<file path="config.mk">
export PLATFORM = sky130hd
export DESIGN_NAME = scramb_code_ctrl
export DESIGN_NICKNAME = d
export VERILOG_FILES = /design/src/rtl/scramb_pkg.sv /design/src/rtl/scramb_chip_slot_cnt.sv /design/src/rtl/scramb_code_ctrl.sv
export SDC_FILE = /design/constraint.sdc
export NUM_CORES = 1
export LEC_CHECK = 0
export BUFFER_PORTS_ARGS = -buffer_cell sky130_fd_sc_hd__buf_2
export CAP_MARGIN = 20
export CORE_ASPECT_RATIO = 0.8
export CORE_MARGIN = 2
export CORE_UTILIZATION = 35
export DETAILED_ROUTE_END_ITERATION = 7
export PLACE_DENSITY = 0.69
export SLEW_MARGIN = 20
export SYNTH_ARGS = -nofsm -noshare
export SYNTH_HDL_FRONTEND = slang
export SYNTH_SLANG_ARGS = --single-unit
</file>
<file path="constraint.sdc">
create_clock -name clk -period 3.9 [get_ports clk]
set_input_delay 0.195 -clock clk [delete_from_list [all_inputs] [get_ports clk]]
set_output_delay 0.195 -clock clk [all_outputs]
set_load 0.02 [all_outputs]
</file>
<file path="src/rtl/scramb_pkg.sv">
// -----------------------------------------------------------------------------
// scramb_pkg
// Shared constants, FSM state type and seed helper for the scrambling-code
// controller slice (scramb_code_ctrl, scramb_chip_slot_cnt).
// -----------------------------------------------------------------------------
package scramb_pkg;

    localparam int SEED_W          = 18;
    localparam int CHIPS_PER_SLOT  = 2560;
    localparam int SLOTS_PER_FRAME = 15;
    localparam int CHIP_W          = 12;
    localparam int SLOT_W          = 4;
    localparam int FRAME_W         = 12;

    localparam logic [SEED_W-1:0] Q_SEED    = 18'h3FFFF;
    localparam logic [CHIP_W-1:0] CHIP_LAST = CHIP_W'(CHIPS_PER_SLOT - 1);
    localparam logic [SLOT_W-1:0] SLOT_LAST = SLOT_W'(SLOTS_PER_FRAME - 1);

    typedef enum logic [1:0] {
        IDLE = 2'd0,
        LOAD = 2'd1,
        RUN  = 2'd2
    } state_e;

    // An all-zero seed would lock the LFSR; substitute the smallest legal seed.
    function automatic logic [SEED_W-1:0] safe_seed(input logic [SEED_W-1:0] seed);
        return (seed == '0) ? {{(SEED_W-1){1'b0}}, 1'b1} : seed;
    endfunction

endpackage

</file>
<file path="src/rtl/scramb_chip_slot_cnt.sv">
// -----------------------------------------------------------------------------
// scramb_chip_slot_cnt
// Chip/slot position counter. Holds the index of the next chip to be issued.
//   clk, reset : clock, synchronous active-low reset
//   inc        : advance by one chip
//   clr        : return to chip 0 / slot 0 (priority over inc)
//   chip_cnt   : chip index within slot, 0..2559
//   slot_cnt   : slot index within frame, 0..14
//   last_chip  : current index is the final chip of the frame (38399)
// -----------------------------------------------------------------------------
module scramb_chip_slot_cnt
    import scramb_pkg::*;
(
    input  logic              clk,
    input  logic              reset,
    input  logic              inc,
    input  logic              clr,
    output logic [CHIP_W-1:0] chip_cnt,
    output logic [SLOT_W-1:0] slot_cnt,
    output logic              last_chip
);

    logic [CHIP_W-1:0] chip_q;
    logic [SLOT_W-1:0] slot_q;

    // NOTE: reset is sampled only on the clock edge, so it sits inside the
    // edge-triggered block rather than in the sensitivity list.
    always_ff @(posedge clk) begin
        if (!reset) begin
            chip_q <= '0;
            slot_q <= '0;
        end else if (clr) begin
            chip_q <= '0;
            slot_q <= '0;
        end else if (inc) begin
            if (chip_q == CHIP_LAST) begin
                chip_q <= '0;
                slot_q <= (slot_q == SLOT_LAST) ? '0 : slot_q + 1'b1;
            end else begin
                chip_q <= chip_q + 1'b1;
            end
        end
    end

    assign chip_cnt  = chip_q;
    assign slot_cnt  = slot_q;
    assign last_chip = (chip_q == CHIP_LAST) && (slot_q == SLOT_LAST);

endmodule

</file>
<file path="src/rtl/scramb_code_ctrl.sv">
// -----------------------------------------------------------------------------
// scramb_code_ctrl
// Controls a scrambling-code generator: loads the I/Q seeds, gates the chip
// strobe into generator advance pulses, tracks chip/slot/frame position and
// reloads the seed at every frame boundary.
//   clk, reset        : clock, synchronous active-low reset
//   start / stop      : begin / halt generation (stop wins)
//   code_num          : I-branch seed, taken on accepted start or cfg_wr
//   cfg_wr            : stage code_num for the next frame boundary (busy only)
//   chip_en           : chip-rate strobe
//   gen_load          : one-cycle seed load; gen_seed_i/gen_seed_q valid with it
//   gen_en            : advance generator one chip (one cycle after chip_en)
//   chip_cnt/slot_cnt : index of the chip flagged by gen_en
//   slot_start/frame_start : boundary flags accompanying gen_en
//   busy              : FSM in LOAD or RUN
//   err               : sticky, chip_en arrived while a seed load was pending
//   frame_cnt         : frame counter, only when SCRAMB_FRAME_CNT_EN is defined
// Build option: define SCRAMB_FRAME_CNT_EN to include the frame counter.
// -----------------------------------------------------------------------------
module scramb_code_ctrl
    import scramb_pkg::*;
(
    input  logic               clk,
    input  logic               reset,
    input  logic               start,
    input  logic               stop,
    input  logic [SEED_W-1:0]  code_num,
    input  logic               cfg_wr,
    input  logic               chip_en,
    output logic               gen_load,
    output logic [SEED_W-1:0]  gen_seed_i,
    output logic [SEED_W-1:0]  gen_seed_q,
    output logic               gen_en,
    output logic [CHIP_W-1:0]  chip_cnt,
    output logic [SLOT_W-1:0]  slot_cnt,
    output logic               frame_start,
    output logic               slot_start,
    output logic               busy,
    output logic               err,
    output logic [FRAME_W-1:0] frame_cnt
);

    state_e state_q, state_d;

    logic [SEED_W-1:0] active_q, pend_q;
    logic              pend_vld_q;
    logic              wrap_q;          // last chip of frame issued; reload next
    logic              gen_en_q, slot_start_q, frame_start_q, err_q;
    logic [CHIP_W-1:0] chip_cnt_q;
    logic [SLOT_W-1:0] slot_cnt_q;

    logic              start_ok, stop_busy, accept, overrun, reload;
    logic [CHIP_W-1:0] cnt_chip;
    logic [SLOT_W-1:0] cnt_slot;
    logic              cnt_last;
    logic              first_chip_of_frame;

    assign busy      = (state_q != IDLE);
    assign start_ok  = (state_q == IDLE) && start && !stop;
    assign stop_busy = busy && stop;
    // While a reload is committed (wrap cycle or LOAD) there is no seed in the
    // generator to advance, so a chip strobe then is an overrun.
    assign accept    = (state_q == RUN) && !wrap_q && chip_en && !stop;
    assign overrun   = chip_en && ((state_q == LOAD) || ((state_q == RUN) && wrap_q));
    assign first_chip_of_frame = (cnt_chip == '0) && (cnt_slot == '0);

    scramb_chip_slot_cnt u_cnt (
        .clk       (clk),
        .reset     (reset),
        .inc       (accept),
        .clr       (stop_busy),
        .chip_cnt  (cnt_chip),
        .slot_cnt  (cnt_slot),
        .last_chip (cnt_last)
    );

    // NOTE: every signal driven here gets a default first so no path through
    // the block leaves it unassigned, which would otherwise infer a latch.
    always_comb begin
        state_d = state_q;
        reload  = 1'b0;
        case (state_q)
            IDLE: if (start_ok) state_d = LOAD;
            LOAD: state_d = RUN;
            RUN: begin
                if (wrap_q) begin
                    state_d = LOAD;
                    reload  = 1'b1;
                end
            end
            default: state_d = IDLE;
        endcase
        if (stop_busy) begin
            state_d = IDLE;
            reload  = 1'b0;
        end

        // stop suppresses generator strobes in the very cycle it is seen.
        gen_load    = (state_q == LOAD) && !stop;
        gen_seed_i  = gen_load ? safe_seed(active_q) : '0;
        gen_seed_q  = gen_load ? Q_SEED : '0;
        gen_en      = gen_en_q && !stop;
        slot_start  = slot_start_q && !stop;
        frame_start = frame_start_q && !stop;
    end

    // NOTE: sequential state uses non-blocking assignments so every register
    // samples the pre-edge values, independent of statement order.
    always_ff @(posedge clk) begin
        if (!reset) begin
            state_q       <= IDLE;
            active_q      <= '0;
            pend_q        <= '0;
            pend_vld_q    <= 1'b0;
            wrap_q        <= 1'b0;
            gen_en_q      <= 1'b0;
            slot_start_q  <= 1'b0;
            frame_start_q <= 1'b0;
            chip_cnt_q    <= '0;
            slot_cnt_q    <= '0;
            err_q         <= 1'b0;
        end else begin
            state_q <= state_d;
            if (overrun) err_q <= 1'b1;

            if (stop_busy) begin
                pend_vld_q    <= 1'b0;
                wrap_q        <= 1'b0;
                gen_en_q      <= 1'b0;
                slot_start_q  <= 1'b0;
                frame_start_q <= 1'b0;
                chip_cnt_q    <= '0;
                slot_cnt_q    <= '0;
            end else begin
                gen_en_q      <= accept;
                slot_start_q  <= accept && (cnt_chip == '0);
                frame_start_q <= accept && first_chip_of_frame;
                wrap_q        <= accept && cnt_last;
                if (accept) begin
                    chip_cnt_q <= cnt_chip;
                    slot_cnt_q <= cnt_slot;
                end

                // A cfg_wr coinciding with the reload decision is the most
                // recent write and goes straight into the active seed.
                if (start_ok) begin
                    active_q <= code_num;
                end else if (reload) begin
                    if (cfg_wr)          active_q <= code_num;
                    else if (pend_vld_q) active_q <= pend_q;
                end

                if (reload) begin
                    pend_vld_q <= 1'b0;
                end else if (busy && cfg_wr) begin
                    pend_q     <= code_num;
                    pend_vld_q <= 1'b1;
                end
            end
        end
    end

    assign chip_cnt = chip_cnt_q;
    assign slot_cnt = slot_cnt_q;
    assign err      = err_q;

`ifdef SCRAMB_FRAME_CNT_EN
    logic [FRAME_W-1:0] frame_cnt_q;
    logic               first_frame_q;  // next frame_start is the first since start

    always_ff @(posedge clk) begin
        if (!reset) begin
            frame_cnt_q   <= '0;
            first_frame_q <= 1'b0;
        end else if (start_ok) begin
            frame_cnt_q   <= '0;
            first_frame_q <= 1'b1;
        end else if (accept && first_chip_of_frame) begin
            if (first_frame_q) first_frame_q <= 1'b0;
            else               frame_cnt_q   <= frame_cnt_q + 1'b1;
        end
    end

    assign frame_cnt = frame_cnt_q;
`else
    assign frame_cnt = '0;
`endif

endmodule

</file>
==> summary.md <==
| Metric | Value |
|---|---|
| Starting density of the core | 35.57% |
| Detailed Routing Iterations Pass 1 | 4 |
| Max Slew Vio Count | 0 |
| Net Sw Frac | between 20% and 30% |
| WHS | 136.3 ps |
| Vias in the first global route | 2671 |
| Via/cell ratio | 4.788 |
| Post-route ant nets | 0 |
| Routed via count | around 2900 |
| Worst hold path type | input pin to flop |
| Top Ports | between 90 and 100 |
| Tot Pwr | 1770 uW |
| Num Clock Sinks | 76 |
| Pre-CTS setup slack | between 1500 and 2000 ps |
| Post-Syn Area | 3598 sq um |
| Nets | just under 500 |
| Core Util, Final | 41.77% |
| Fmax | around 0.43 GHz |
| Final Hold Violating Endpoints | 0 |
| Initial antenna violation count | 0 |
| CTS clk-pin slew, worst paths | approximately 60 ps |
| Seq/Total Area, Yosys | between 40% and 50% |
| Cell row count | 33 |
| ANT cells | 0 |
| Slew HR | 35.15% |
| Crit end category | flop |
| Ys flop type | dfxtp_1 |
| CTS Buf Count | 9 |
| Number of synthesized flops with an enable pin | 0 |
| Leakage | 0.001862 uW |
| Fin crit period | 2319 ps |
| WP data required | between 4000 and 5000 ps |
| Largest net degree at the start of global routing | 41 |
| Power Density | 419.0 nW/um^2 |
| CTS H-tree depth | 3 |
| CP Launch Type | flop |
| # port buffers | 81 |
| Asr flop ratio synth | 0% |
| Die area | 11110 sq um |
| Die Span Y | around 95 um |
| NetSw | 423.3 uW |
| Detail Placement HPWL | 5335 um |
| Clk pwr share | 46.2% |
| TNS Setup | 0 ps |
| Number of gates resized after cts | 0 |
| Most common cell after layout, fill and taps aside | buf_2 |
| Post-synthesis register bit count | 76 |
| Number of library cell types mapped by synthesis | 43 |
| GRT Resource Usage Total | 14.15% |
| Clk_lat worst skew | 330 ps |
| Global-route wire length before repair | 12670 um |
| Worst Clk Skew | 8.649 ps |
| DIE WIDTH | 117.4 um |
| CP arrival | 2560 ps |
| Worst vdd ir | 0.0002864 V |
| RSZ-0062 raised after global routing | false |
| Setup Crit Path Kind | flop to flop |
| Clk root buf | clkbuf_16 |
| CTS tree | built |
| Core ar. | 10120 sq um |
| Combinational power share | under 10% |
| Final period util | 59.46% |
| Placer's final routability congestion estimate | 0.8507 |
| Pint | 1347 uW |
| Status | completed |
| Mapped Cells | 407 |
| Final setup vio count | 0 |
| Worst setup margin | 1581 ps |
| Post-CTS setup buffers | 0 |
| Crit path max fanout | 25 |
| Fraction of layout cells with a size suffix above 1 | 23.76% |
| Worst-Margin Slew | approximately 1000 ps |
| Post-Route WL | 7605 um |
| Sequential share of power | between 40% and 50% |
| Hold_buf cts | 0 |
| GR Overflow Total | 0 |
| Synth warnings | 0 |
| DRT iter0 DRCs | 113 |
| Max_cap viols | 0 |
| Filler cell count | 1017 |
| Synth-to-Final Area Change | 17.42% |
| Most frequent cells in the layout | buf_2 (81), dfxtp_1 (76), a21oi_1 (46) |
| Wirelength per Cell | 12.61 um |
| Avg Cell Area, Syn | 8.841 sq um |
| # DRC | 0 |
| CTS max path bufs | 2 |
-- metrics by stage --
stage | instance area, sq um | std cells
floorplan | 3640 | 418
global placement | 3919 | 587
detailed placement | 3919 | 587
CTS | 4220 | 603
global route | 4225 | 603
finish | 4225 | 603
-- power groups by stage --
stage               Clock (uW)  Combinational, uW  Sequential [uW]
detailed placement           0                142              826
finish                     818                143              809
CTS                        843                143              809
global route               875                158              812
floorplan                    0                121              821
global placement             0                140              825
-- area by class of cell --
class / instances / area [sq um] / area share (%)
clock inverter: 7 / 76.32 / 1.806
inverter: 4 / 15.01 / 0.3553
tap: 140 / 175.2 / 4.146
clock buffer: 9 / 225.2 / 5.330
sequential: 76 / 1521 / 36.01
multi-input combinational: 283 / 1784 / 42.23
timing repair buffer: 84 / 427.9 / 10.13
-- layer usage --
metal  up-vias  routed length [um]  global-route usage [%]  part of all wire [%]
met5         -                   0                       0                     0
met4         0                  91                   5.221                   1.2
met3         9                 455                   4.287                   6.0
met2        82                3436                   23.68                    45
met1      1328                3622                   17.40                    48
li1       1468                   -                       -                     -
-- cell usage after synthesis, drive strengths merged (7+ instances only) --
master,count,area [sq um]
a21oi,46,230.2
and2,19,118.9
buf,41,280.3
clkbuf,14,52.55
dfxtp,76,1521
mux2i,37,370.4
nand2,42,157.7
nand3,7,35.03
nor2,12,45.04
nor2b,27,168.9
nor4,10,62.56
o21ai,22,110.1
-- worst max-delay path, stage by stage (launching register included) --
cell	delay [ps]
dfxtp_1	460
nor3b_2	410
nand2_1	550
or4_1	670
a21oi_1	140
-- state kept, by name (all words and copies together) (netlist names), 2 cells and up --
register,flops
u_cnt.slot_cnt,4
u_cnt.chip_cnt,12
active_q,18
pend_q,18
slot_cnt,4
state_q,2
chip_cnt,12
-- logic make-up after synthesis --
family | after synthesis | share of synthesized area, %
AOI/OAI and AO/OA | 77 | 11.93
xor gates and xnor gates | 8 | 1.947
adders and majority gates | 2 | 0.6953
buffers and inverters | 59 | 9.666
DFF | 76 | 42.28
muxes | 37 | 10.29
other | 1 | 0.1042
and+or+nand+nor | 147 | 23.09
-- path summary, 6_finish.rpt --
kind,endpoint,cells past startpoint,slack (ps),startpoint
setup / recovery,u_cnt.slot_cnt[3],4,1580,state_q[1]
hold / removal,pend_q[3],3,140,code_num[3]
setup reg to reg,u_cnt.slot_cnt[3],4,1580,state_q[1]
hold reg to reg,slot_cnt[0],2,460,slot_cnt[0]
No activity file was read; power rests on OpenSTA's default activity.
